**src/rtl/mult_arbiter.sv**
```systemverilog
// Round-robin arbiter sharing one sequential multiplier between two requesters.
// Define MULT_TIMEOUT_EN to abort WAIT after TIMEOUT_CYC cycles (err reported).
module mult_arbiter #(
  parameter int TIMEOUT_CYC = 32
) (
  input  logic        clk,
  input  logic        rst,
  input  logic        req0,
  input  logic        req1,
  input  logic [7:0]  a0,
  input  logic [7:0]  b0,
  input  logic [7:0]  a1,
  input  logic [7:0]  b1,
  output logic        ack0,
  output logic        ack1,
  output logic [15:0] result,
  output logic        err,
  output logic        busy,
  output logic        m_start,
  output logic [7:0]  m_a,
  output logic [7:0]  m_b,
  input  logic [15:0] m_product,
  input  logic        m_done
);

  typedef enum logic [1:0] {
    IDLE,
    ISSUE,
    WAIT,
    RESP
  } state_t;

  if (TIMEOUT_CYC < 1) begin : g_bad_cfg
    $error("TIMEOUT_CYC must be at least 1");
  end

  state_t      state;
  state_t      state_nxt;
  logic        gnt;
  logic        gnt_nxt;
  logic        pick;
  logic        tmo;
  logic [7:0]  a_q;
  logic [7:0]  b_q;
  logic [15:0] res_q;

  // gnt is both the current grant and the last-served requester
  always_comb begin
    state_nxt = state;
    gnt_nxt   = gnt;
    pick      = (req0 & req1) ? ~gnt : req1;
    unique case (state)
      IDLE: begin
        if (req0 | req1) begin
          state_nxt = ISSUE;
          gnt_nxt   = pick;
        end
      end
      ISSUE: state_nxt = WAIT;
      WAIT: begin
        if (m_done | tmo) begin
          state_nxt = RESP;
        end
      end
      RESP: state_nxt = IDLE;
      default: state_nxt = IDLE;
    endcase
  end

  always_ff @(posedge clk or negedge rst) begin
    if (!rst) begin
      state <= IDLE;
      gnt   <= 1'b1;
    end else begin
      state <= state_nxt;
      gnt   <= gnt_nxt;
    end
  end

  always_ff @(posedge clk or negedge rst) begin
    if (!rst) begin
      a_q <= 8'h00;
      b_q <= 8'h00;
    end else if (state == IDLE && (req0 | req1)) begin
      a_q <= pick ? a1 : a0;
      b_q <= pick ? b1 : b0;
    end
  end

  always_ff @(posedge clk or negedge rst) begin
    if (!rst) begin
      res_q <= 16'h0000;
    end else if (state == WAIT) begin
      if (m_done) begin
        res_q <= m_product;
      end else if (tmo) begin
        res_q <= 16'h0000;
      end
    end
  end

`ifdef MULT_TIMEOUT_EN
  localparam int CW = $clog2(TIMEOUT_CYC + 1);
  localparam logic [CW-1:0] CNT_LAST = CW'(TIMEOUT_CYC - 1);

  logic [CW-1:0] cnt;
  logic          err_q;

  assign tmo = (cnt == CNT_LAST);

  always_ff @(posedge clk or negedge rst) begin
    if (!rst) begin
      cnt <= '0;
    end else if (state == ISSUE) begin
      cnt <= '0;
    end else if (state == WAIT) begin
      cnt <= cnt + CW'(1);
    end
  end

  // m_done wins over a timeout landing on the same cycle
  always_ff @(posedge clk or negedge rst) begin
    if (!rst) begin
      err_q <= 1'b0;
    end else if (state == WAIT) begin
      err_q <= ~m_done & tmo;
    end
  end

  assign err = err_q & (state == RESP);
`else
  assign tmo = 1'b0;
  assign err = 1'b0;
`endif

  assign m_start = (state == ISSUE);
  assign busy    = (state != IDLE);
  assign ack0    = (state == RESP) & ~gnt;
  assign ack1    = (state == RESP) & gnt;
  assign m_a     = a_q;
  assign m_b     = b_q;
  assign result  = res_q;

endmodule

```
**config.mk**
```make
export PLATFORM = sky130hd
export DESIGN_NAME = mult_arbiter
export DESIGN_NICKNAME = d
export VERILOG_FILES = /design/src/rtl/mult_arbiter.sv
export SDC_FILE = /design/constraint.sdc
export NUM_CORES = 1
export LEC_CHECK = 0
export ABC_AREA = 1
export CAP_MARGIN = 20
export CORE_UTILIZATION = 25
export CTS_CLUSTER_DIAMETER = 60
export DETAILED_ROUTE_END_ITERATION = 7
export HOLD_SLACK_MARGIN = 0.15
export PLACE_DENSITY_LB_ADDON = 0.2
export SETUP_SLACK_MARGIN = 0.02
export SYNTH_ARGS = -nofsm -noshare
export SYNTH_HDL_FRONTEND = slang
export SYNTH_SLANG_ARGS = --single-unit
```
**constraint.sdc**
```tcl
create_clock -name clk -period 1.3 [get_ports clk]
set_input_delay 0.195 -clock clk [delete_from_list [all_inputs] [get_ports clk]]
set_output_delay 0.195 -clock clk [all_outputs]
set_load 0.01 [all_outputs]
```
### Yosys cells after proc, flatten, opt, wreduce, memory -nomap -nowiden

Index checks and enable logic that the tools add are counted.
Widths: inputs -> output; s select.

* register bits after elaboration: 35
* output and inout bits: 37

* eq/ne operators: 5
* reductions and logical operators: 6
* bitwise gates (word level): 5
* multiplexer cells: 6

Operators by type and width (number)
* $mux 8: 2
* $pmux 2 s4: 1
* $reduce_and 2->1: 3
* $eq 2x2->1 const B: 2
* $mux 2: 2
* $and 1x1->1: 3
* $eq 2x1->1 const B: 1
* $logic_not 2->1: 1
* $ne 2x1->1 const B: 1
* $ne 2x2->1 const B: 1
* $reduce_bool 2->1: 1
* $logic_and 1x1->1: 1
* $mux 1: 1
* $not 1->1: 1
* $or 1x1->1: 1

### Logic depth before layout (Yosys ltp)

Gate-level depths: netlist (run 1).

* depth after elaboration: 3
* mapped depth: 7
* depth with buffers taken out: 6

### Worst setup path after synthesis (run 1)

Ideal clock, no wire load.

* kind: reg-to-reg
* start: register state[0]
* end: register a_q[0], in the netlist m_a[0]
* library setup time: 0.065 ns
* path buffers: 1
* required time: 1.235 ns
* slack: -0.015 ns
* data arrival time: 1.250 ns
* cell stages (with the launch flop): 8
* path through: dfrtp_1 inv_1 ha_1 inv_1 nor2_4 buf_4 nand3_1 nand2_1

* cells in the longest elaborated chain, start to end: 2

RTL lines
* from (decl): RTL line 37 `state_t state;`
* from (signal assigned): RTL line 75 `state <= state_nxt;`
* $logic_not 2->1: RTL line 84 `end else if (state == IDLE && (req0 | req1)) begin`
* $logic_and 1x1->1: RTL line 84
* to (signal assigned): RTL line 85 `a_q <= pick ? a1 : a0;`
* to (decl): RTL line 43 `logic [7:0] a_q;`

No other way between the ends.
A chain may end at the register's enable or synchronous reset.

### Final worst setup path (run 1)

* start: register state[1]
* end: register b_q[6], in the netlist m_b[6]

* cells in the longest elaborated chain, start to end: 2

RTL lines
* $logic_not 2->1: RTL line 84
* $logic_and 1x1->1: RTL line 84
* to (signal assigned): RTL line 86 `b_q <= pick ? b1 : b0;`
* to (decl): RTL line 44 `logic [7:0] b_q;`

No other way between the ends.

==> run summary, run 1 <==
WORST SETUP PATH
---------------------------------------------------------------------------------
Start of the worst register-to-register path .......................     state[1]
Cell type of the slowest stage on the worst timing path ............      dfrtp_1
List of cells traversed by the critical path ....................... inv_2 -> ha_4 -> inv_4 -> buf_6 -> nor2_4 -> clkbuf_16 -> nand3_2 -> nand2_1
Delay contributed by the slowest stage of the critical path ........      0.42 ns
Required time at the worst-slack endpoint ..........................      1.53 ns
R2R setup slack ....................................................     -0.08 ns
Setup crit start kind ..............................................     register
Arrival time of data at the critical path endpoint .................      1.60 ns
Startpoint-to-endpoint class of the critical path ..................      reg2reg
Number of cells on the worst reg-to-reg path .......................            8
Maximum fanout count along the critical path .......................            8
FF-to-FF End .......................................................       m_b[6]
Critical Path Source ...............................................     state[1]
Type of element capturing the critical path ........................     register

TIMING
---------------------------------------------------------------------------------
Crit path setup slack, layout ......................................   -0.0772 ns
Clk_skew ...........................................................    0.0101 ns
RSZ-0062 raised after global routing ...............................         true
Period utilization .................................................         106%
Min Clock Period, post-route .......................................      1.38 ns
Aggregate negative setup slack .....................................    -0.808 ns
Final Hold Vio Count ...............................................            0
Maximum achievable frequency .......................................      726 MHz
Final setup vio count ..............................................           21
Number of slew-limit violations in the final report ................            0

CTS
---------------------------------------------------------------------------------
Htree depth ........................................................            2
Cell chosen for the clock root .....................................     clkbuf_8
Insertion delay to the later sink of the worst-skew pair ...........      0.29 ns
Clock slew seen by the registers of the worst setup and hold paths .      0.08 ns
Clock tree from TritonCTS ..........................................        built
Maximum root-to-sink buffer count ..................................            2
TritonCTS sink count ...............................................           35
TritonCTS buffer count .............................................            5

FLOORPLAN
---------------------------------------------------------------------------------
Core region area ...................................................    6870 um^2
Die boundary width .................................................      86.8 um
Full die area ......................................................    7540 um^2
I/O Pins ...........................................................           90
Effective utilization at floorplan .................................        26.2%
Die outline height .................................................      86.8 um
Core Rows ..........................................................           30

ROUTING
---------------------------------------------------------------------------------
Total length of routed wires .......................................      5.77 mm
Pre-Repair DR Iteration Count ......................................            4
Detailed-route vias per instance ...................................         4.30
Via Count ..........................................................         1926
Post-detailed-route count of antenna-violating nets ................            0
Remaining DRCs .....................................................            0
Drt wl/cell ........................................................      12.9 um
Number of DRC markers after the initial detailed-route iteration ...           69

LOGIC SYNTHESIS
---------------------------------------------------------------------------------
Cells after Synth ..................................................          239
Count of distinct cell types in the synthesized netlist ............           18
Area fraction of the dominant cell type after synthesis ............        47.3%
Cell taking the most area after synthesis ..........................      dfrtp_1
Cell types with the largest area share after synthesis ............. dfrtp_1 (47%), nand2_1 (19%), nand3_1 (14%)
Sequential area share after synthesis ..............................        48.8%
Post-synth net total ...............................................          297
Mean instance size in the synthesized netlist ......................    7.52 um^2
Count of state elements after synthesis ............................           35
Post-synthesis instance area .......................................    1800 um^2
Synth warn .........................................................            0

FINAL LAYOUT
---------------------------------------------------------------------------------
Net count, final ...................................................          409
Layout area overhead ...............................................        88.9%
Util after Layout ..................................................        49.4%
Number of antenna cells inserted ...................................            0
Share of post-route cells with drive strength above 1 ..............        27.8%
Count of filler cells inserted in the layout .......................          664

PLACEMENT
---------------------------------------------------------------------------------
Total of buffers placed on input and output ports ..................           88
Final weighted congestion in routability-driven placement ..........        0.786
Dpl hpwl ...........................................................      3.81 mm

GRT
---------------------------------------------------------------------------------
Antenna violations before repair ...................................            0
Wire length of the first global-routing pass .......................      8.74 mm
Maximum number of pins on one net before global-route repair .......           21
Total global routing track utilization .............................        14.8%
Residual overflow from global routing ..............................            0
Number of global-route vias before repair ..........................         1881

POWER
---------------------------------------------------------------------------------
Peak supply drop ...................................................       864 uV
Leakage Power ......................................................      1.73 nW
Cell Pwr Density ................................................... 1920 nW/um^2

STATUS
---------------------------------------------------------------------------------
Run status ......................................................... complete, but fails checks
Violated checks .................................................... setup timing

RUN
---------------------------------------------------------------------------------
Max cap viols ......................................................            0

WORST HOLD PATH
---------------------------------------------------------------------------------
Worst min path class ...............................................     in2async

[logic make-up (layout without fill, tap and decap cells)]
logic type	count (synthesis)	in the layout	synth area share, %
AOI/OAI and AO/OA	2	2	0.765
adders and majority gates	5	5	3.48
buffers and inverters	50	162	12.0
DFF	35	35	48.8
other	1	1	0.209
and+or+nand+nor	146	147	34.8
[how the worst max path moves through the flow]
stage | to | cells past startpoint
floorplan | state[0] | 6
global placement | m_a[1] | 5
detailed placement | m_a[3] | 7
CTS | ack0 | 4
global route | ack0 | 4
finish | m_b[6] | 8
[synth_stat cells, drive strengths merged]
| master | instances |
|---|---|
| o21ai | 2 |
| nor2 | 3 |
| nand3 | 50 |
| ha | 5 |
| nand2 | 92 |
| buf | 10 |
| clkbuf | 2 |
| or2 | 1 |
| dfstp | 1 |
| conb | 1 |
| dfrtp | 34 |
| inv | 38 |
[placed cells by master (no fill, tap or decap), types with 2 or more instances in the layout]
master            n
dlygate4sd2_1    32
inv_1            34
nand2_1          80
ha_4              4
buf_12            5
buf_6             7
nor2_1            2
clkbuf_16         2
nand3_2          33
clkbuf_8          5
buf_4            16
dfrtp_1          34
nand3_1          17
nand2_4           2
inv_2             3
clkdlybuf4s50_1  51
nand2_2           8
nand2_8           3
buf_2             2
[where the power goes]
part / leakage, nW / internal [mW] / total [mW] / switching, mW
combinational: 1.26 / 1.92 / 3.81 / 1.89
clock: 0.0412 / 0.375 / 0.796 / 0.421
sequential: 0.430 / 1.64 / 1.93 / 0.297
[timing repair]
action                     in CTS  in global routing
pin swaps                       3                 53
hold endpoints to repair       15                  0
setup buffers                   4                  1
resized for setup              66                 54
setup endpoints to repair      70                 39
hold buffers                    1                  0
cloned                          0                  3
[per-stage QoR]
stage / area, um^2 / std cells / power [mW] / hold slack (ns) / setup slack (ns)
CTS: 3070 / 444 / 5.92 / 0.370 / -0.0663
floorplan: 1810 / 239 / 3.38 / -0.101 / 0.0273
global route: 3400 / 448 / 7.00 / 0.411 / -0.132
global placement: 2910 / 431 / 5.14 / 0.157 / -0.135
finish: 3400 / 448 / 6.53 / 0.372 / -0.0772
detailed placement: 2910 / 431 / 5.17 / 0.154 / -0.161
[worst max-delay path: cells and delay by family (launching register included)]
family,cells,cell delay (ns)
adder cells (fa/ha/maj),1,0.16
AND/OR/NAND/NOR,3,0.28
flip-flops,1,0.42
buffers and inverters,4,0.45
[metal layers]
layer / track usage [%] / wire (um) / share of wire (%) / vias to the layer above
met4: 5.30 / 82 / 1.4 / 0
met3: 3.14 / 274 / 4.7 / 8
met5: 0 / 0 / 0 / -
met2: 24.3 / 2760 / 48 / 74
met1: 19.2 / 2650 / 46 / 896
li1: - / - / - / 948
[state kept, by name, summed over array words and instances, names as in the netlist]
signal and count:
gnt 1, state 2, result 16, m_a 8, m_b 8
[area by class of cell]
class                   instances  area, um^2  area share, %
clock buffers                   6        72.6           2.14
clock inverters                 2        12.5          0.368
inverters                      38         145           4.27
multi-input cells             155        1010           29.7
flip-flops and latches         35         877           25.8
well taps                      96         120           3.54
repair buffers                116        1160           34.2
Note: power is estimated with default switching activity, not from simulation.
==> inputs of run 2 (changes only) <==
Settings changed: CTS_BUF_LIST set to sky130_fd_sc_hd__clkbuf_16.
==> run summary, run 2 (synthesis gave the netlist of run 1 again) <==
FLOORPLAN
---------------------------------------------------------------------------------
Core region area ...................................................    6870 um^2
I/O Pins ...........................................................           90
Full die area ......................................................    7540 um^2
Die boundary width .................................................      86.8 um
Effective utilization at floorplan .................................        26.2%
Die outline height .................................................      86.8 um
Core Rows ..........................................................           30

WORST SETUP PATH
---------------------------------------------------------------------------------
Arrival time of data at the critical path endpoint .................      1.16 ns
Delay contributed by the slowest stage of the critical path ........      0.41 ns
Startpoint-to-endpoint class of the critical path ..................      reg2out
Type of element capturing the critical path ........................ primary output
R2R setup slack ....................................................         0 ns
Critical Path Source ...............................................     state[0]
FF-to-FF End .......................................................       m_b[6]
Setup crit start kind ..............................................     register
Start of the worst register-to-register path .......................     state[1]
Count of cell instances traversed by the critical path .............            3
Buffers and inverters on the worst path ............................            2
Cell type of the slowest stage on the worst timing path ............      dfrtp_1
Required time at the worst-slack endpoint ..........................      1.11 ns
CP top delay family ................................................   flip-flops
List of cells traversed by the critical path ....................... buf_4 -> ha_1 -> buf_2
Maximum fanout count along the critical path .......................            3
Destination of the critical timing path ............................      m_start
Number of cells on the worst reg-to-reg path .......................            8

FINAL LAYOUT
---------------------------------------------------------------------------------
Layout area overhead ...............................................        85.2%
Multi-input combinational cell area ................................     933 um^2
FF/Latch Area ......................................................     877 um^2
Most common cell after layout, fill and taps aside .................      nand2_1
Number of antenna cells inserted ...................................            0
Count of filler cells inserted in the layout .......................          673
Commonest non-fill, non-tap cells in the layout .................... nand2_1 (79), clkdlybuf4s50_1 (50), inv_1 (35)
Share of post-route cells with drive strength above 1 ..............        24.3%
Number of flip-flops under the largest register name ...............           16
Final standard cell area without fillers ...........................    3330 um^2
Net count, final ...................................................          407

TIMING
---------------------------------------------------------------------------------
Final setup vio count ..............................................            4
RSZ-0062 raised after global routing ...............................         true
Final Hold Vio Count ...............................................            0
Crit path setup slack, layout ......................................   -0.0567 ns
Period utilization .................................................         104%
Maximum achievable frequency .......................................      737 MHz
Number of slew-limit violations in the final report ................            0
Hold WS ............................................................     0.390 ns
Clk_skew ...........................................................   0.00639 ns
Min Clock Period, post-route .......................................      1.36 ns

ROUTING
---------------------------------------------------------------------------------
Drt wl/cell ........................................................      12.4 um
Remaining DRCs .....................................................            0
Via Count ..........................................................         1893
Pre-Repair DR Iteration Count ......................................            4
Detailed-route vias per instance ...................................         4.24
Number of DRC markers after the initial detailed-route iteration ...           75
Post-detailed-route count of antenna-violating nets ................            0
Total length of routed wires .......................................      5.55 mm

POWER
---------------------------------------------------------------------------------
Switching pwr ......................................................      2.53 mW
Clock Power Share ..................................................        17.2%
Share of total power in combinational logic ........................        53.6%
Tot Pwr ............................................................      6.65 mW
Leakage Power ......................................................      1.74 nW
Internal cell power ................................................      4.13 mW
Sequential share of power ..........................................        29.2%
Cell Pwr Density ................................................... 2000 nW/um^2
Peak supply drop ...................................................       895 uV
Switching portion of total power ...................................        38.0%

PLACEMENT
---------------------------------------------------------------------------------
Final weighted congestion in routability-driven placement ..........        0.786
Pre-CTS setup slack ................................................    -0.161 ns
Post-DP Area .......................................................    2910 um^2
Dpl hpwl ...........................................................      3.81 mm
Total of buffers placed on input and output ports ..................           88

CTS
---------------------------------------------------------------------------------
Htree depth ........................................................            2
Clock slew seen by the registers of the worst setup and hold paths .      0.06 ns
TritonCTS buffer count .............................................            5
Clock tree from TritonCTS ..........................................        built
Maximum root-to-sink buffer count ..................................            2
Cell chosen for the clock root .....................................    clkbuf_16
Insertion delay to the later sink of the worst-skew pair ...........      0.28 ns
TritonCTS sink count ...............................................           35

GRT
---------------------------------------------------------------------------------
Residual overflow from global routing ..............................            0
Maximum number of pins on one net before global-route repair .......           21
Total global routing track utilization .............................        14.6%
Wire length of the first global-routing pass .......................      8.69 mm
Number of global-route vias before repair ..........................         1872
Antenna violations before repair ...................................            0

RUN
---------------------------------------------------------------------------------
Max cap viols ......................................................            0

WORST HOLD PATH
---------------------------------------------------------------------------------
Worst min path class ...............................................     in2async

STATUS
---------------------------------------------------------------------------------
Run status ......................................................... complete, but fails checks
Violated checks .................................................... setup timing

## run 2: worst min-delay path by stage
stage                            to
after floorplan              m_a[0]
after global placement    result[1]
after detailed placement  result[9]
after CTS                 result[2]
after global routing      result[2]
final                     result[2]
## run 2: timing repair
action                                  4_1_cts  5_1_grt
resized for setup                            65       39
gates cloned                                  0        2
endpoints found under the hold margin        14        0
pin swaps                                     3       20
buffers inserted                              3        1
endpoints found under the setup margin       70       39
hold buffers                                  1        0
## run 2: per-stage QoR
step                      util, %  setup TNS [ns]  cells
final                        48.5          -0.101    446
after global routing         48.5           -1.88    446
after CTS                    45.3          -0.109    443
after detailed placement     42.4           -4.25    431
after global placement       42.4           -3.68    431
after floorplan                 -               0    239
## run 2: layout make-up
class                      count  share of cell area [%]
tap                           96                    3.61
inverter                      38                    4.28
multi-input combinational    155                    28.0
clock buffer                   5                    3.76
clock inverter                 3                   0.488
sequential                    35                    26.3
timing repair buffer         114                    33.5
## run 2: routing by layer
metal	track usage (%)	vias up	wire [um]
met5	0	-	0
met4	4.39	0	67
met3	3.14	6	239
met2	24.0	61	2640
met1	19.2	881	2600
li1	-	945	-
## run 2: power by group through the flow
stage               Clock (mW)  Sequential, mW  Combinational [mW]
CTS                       1.18            1.93                3.11
finish                    1.15            1.94                3.57
floorplan                    0            2.16                1.22
global placement             0            1.95                3.19
detailed placement           0            1.96                3.22
global route              1.23            2.01                3.89
==> inputs of run 3 (changes only) <==
Settings changed: SKIP_CTS_REPAIR_TIMING set to 1.
==> run summary, run 3 (synthesis gave the netlist of run 1 again) <==
PLACEMENT
---------------------------------------------------------------------------------
Pre-CTS setup slack ................................................    -0.161 ns
Dpl hpwl ...........................................................      3.81 mm
Final weighted congestion in routability-driven placement ..........        0.786
Post-DP Area .......................................................    2910 um^2
Total of buffers placed on input and output ports ..................           88

CTS
---------------------------------------------------------------------------------
Clock tree from TritonCTS ..........................................        built
TritonCTS sink count ...............................................           35
Htree depth ........................................................            2
TritonCTS buffer count .............................................            5
Insertion delay to the later sink of the worst-skew pair ...........      0.28 ns
Cell chosen for the clock root .....................................    clkbuf_16
Maximum root-to-sink buffer count ..................................            2
Clock slew seen by the registers of the worst setup and hold paths .      0.06 ns

FLOORPLAN
---------------------------------------------------------------------------------
Core region area ...................................................    6870 um^2
Effective utilization at floorplan .................................        26.2%
Full die area ......................................................    7540 um^2
Core Rows ..........................................................           30
Die outline height .................................................      86.8 um
Die boundary width .................................................      86.8 um
I/O Pins ...........................................................           90

TIMING
---------------------------------------------------------------------------------
Min Clock Period, post-route .......................................      1.39 ns
Maximum achievable frequency .......................................      720 MHz
Period utilization .................................................         107%
Final setup vio count ..............................................           37
Clk_skew ...........................................................   0.00497 ns
Crit path setup slack, layout ......................................   -0.0895 ns
Aggregate negative setup slack .....................................     -1.25 ns
Final Hold Vio Count ...............................................            0
Number of slew-limit violations in the final report ................            0
RSZ-0062 raised after global routing ...............................         true

WORST SETUP PATH
---------------------------------------------------------------------------------
Required time at the worst-slack endpoint ..........................      1.51 ns
Setup crit start kind ..............................................     register
Maximum fanout count along the critical path .......................            8
R2R setup slack ....................................................     -0.09 ns
Arrival time of data at the critical path endpoint .................      1.60 ns
FF-to-FF End .......................................................       m_b[6]
Type of element capturing the critical path ........................     register
Number of cells on the worst reg-to-reg path .......................            8
Startpoint-to-endpoint class of the critical path ..................      reg2reg
Start of the worst register-to-register path .......................     state[1]

ROUTING
---------------------------------------------------------------------------------
Post-detailed-route count of antenna-violating nets ................            0
Number of DRC markers after the initial detailed-route iteration ...           87
Via Count ..........................................................         1856
Total length of routed wires .......................................      5.45 mm
Remaining DRCs .....................................................            0
Drt wl/cell ........................................................      12.3 um
Pre-Repair DR Iteration Count ......................................            4
Detailed-route vias per instance ...................................         4.19

RUN
---------------------------------------------------------------------------------
Max cap viols ......................................................            0

POWER
---------------------------------------------------------------------------------
Cell Pwr Density ................................................... 1950 nW/um^2
Leakage Power ......................................................      2.01 nW
Tot Pwr ............................................................      6.47 mW
Peak supply drop ...................................................       853 uV

GRT
---------------------------------------------------------------------------------
Wire length of the first global-routing pass .......................      8.46 mm
Residual overflow from global routing ..............................            0
Number of global-route vias before repair ..........................         1825
Antenna violations before repair ...................................            0
Total global routing track utilization .............................        14.2%
Maximum number of pins on one net before global-route repair .......           21

FINAL LAYOUT
---------------------------------------------------------------------------------
Most common cell after layout, fill and taps aside .................      nand2_1
Multi-input combinational cell area ................................     832 um^2
FF/Latch Area ......................................................     877 um^2
Number of antenna cells inserted ...................................            0
Commonest non-fill, non-tap cells in the layout .................... nand2_1 (87), clkdlybuf4s50_1 (51), inv_1 (35)
Net count, final ...................................................          404
Number of flip-flops under the largest register name ...............           16
Share of post-route cells with drive strength above 1 ..............        19.0%
Final standard cell area without fillers ...........................    3310 um^2
Count of filler cells inserted in the layout .......................          672
Layout area overhead ...............................................        84.3%

STATUS
---------------------------------------------------------------------------------
Run status ......................................................... complete, but fails checks
Violated checks .................................................... setup timing

WORST HOLD PATH
---------------------------------------------------------------------------------
Worst min path class ...............................................     in2async

## run 3: cell types whose count changed in the layout (fill, tap and decap cells not counted), sizes merged
cell,before,now
dlygate4sd2,32,0
nand2,93,92
buf,29,26
clkdlybuf4s50,50,51
clkbuf,6,7
dlymetal6s2s,1,32
## run 3: area by class of cell
type / instances / area share, %
multi-input combinational: 154 / 25.1
clock buffer: 5 / 3.78
inverter: 38 / 4.31
timing repair buffer: 112 / 36.2
clock inverter: 3 / 0.491
sequential: 35 / 26.5
tap: 96 / 3.63
## run 3: where the power goes
part | internal, mW | leakage [nW] | switching, mW
Combinational | 1.77 | 1.51 | 1.63
Clock | 0.699 | 0.0710 | 0.449
Sequential | 1.64 | 0.430 | 0.287
Total | 4.10 | 2.01 | 2.36
## run 3: worst max-delay path by stage
stage | from | end | slack [ns] | depth (start not counted)
3_3_place_gp | req0 | m_a[1] | -0.14 | 5
6_report | state[1] | m_b[6] | -0.09 | 8
4_1_cts | state[1] | busy | -0.46 | 4
5_1_grt | state[1] | m_a[1] | -0.14 | 8
3_5_place_dp | state[1] | m_a[3] | -0.16 | 7
2_1_floorplan | state[0] | state[0] | 0.03 | 6
## run 3: per-stage QoR
step                utilization [%]  hold slack (ns)  std cells
CTS                            44.4           -0.141        439
floorplan                         -           -0.101        239
finish                         48.2            0.396        443
global route                   48.2            0.438        443
global placement               42.4            0.157        431
detailed placement             42.4            0.154        431
## run 3: critical path, stage by stage, from the launching register on
cell       delay (ns)
dfrtp_1          0.42
inv_2            0.11
ha_4             0.14
inv_2            0.04
buf_6            0.11
nor2_4           0.16
clkbuf_16        0.19
nand3_2          0.06
nand2_1          0.07
## run 3: routing by layer
metal	part of all wire (%)	vias up	global-route usage (%)	wire (um)
li1	-	941	-	-
met1	49	855	18.8	2670
met2	47	54	23.3	2530
met3	3.1	6	3.14	171
met4	1.3	0	4.09	73
met5	0	-	0	0
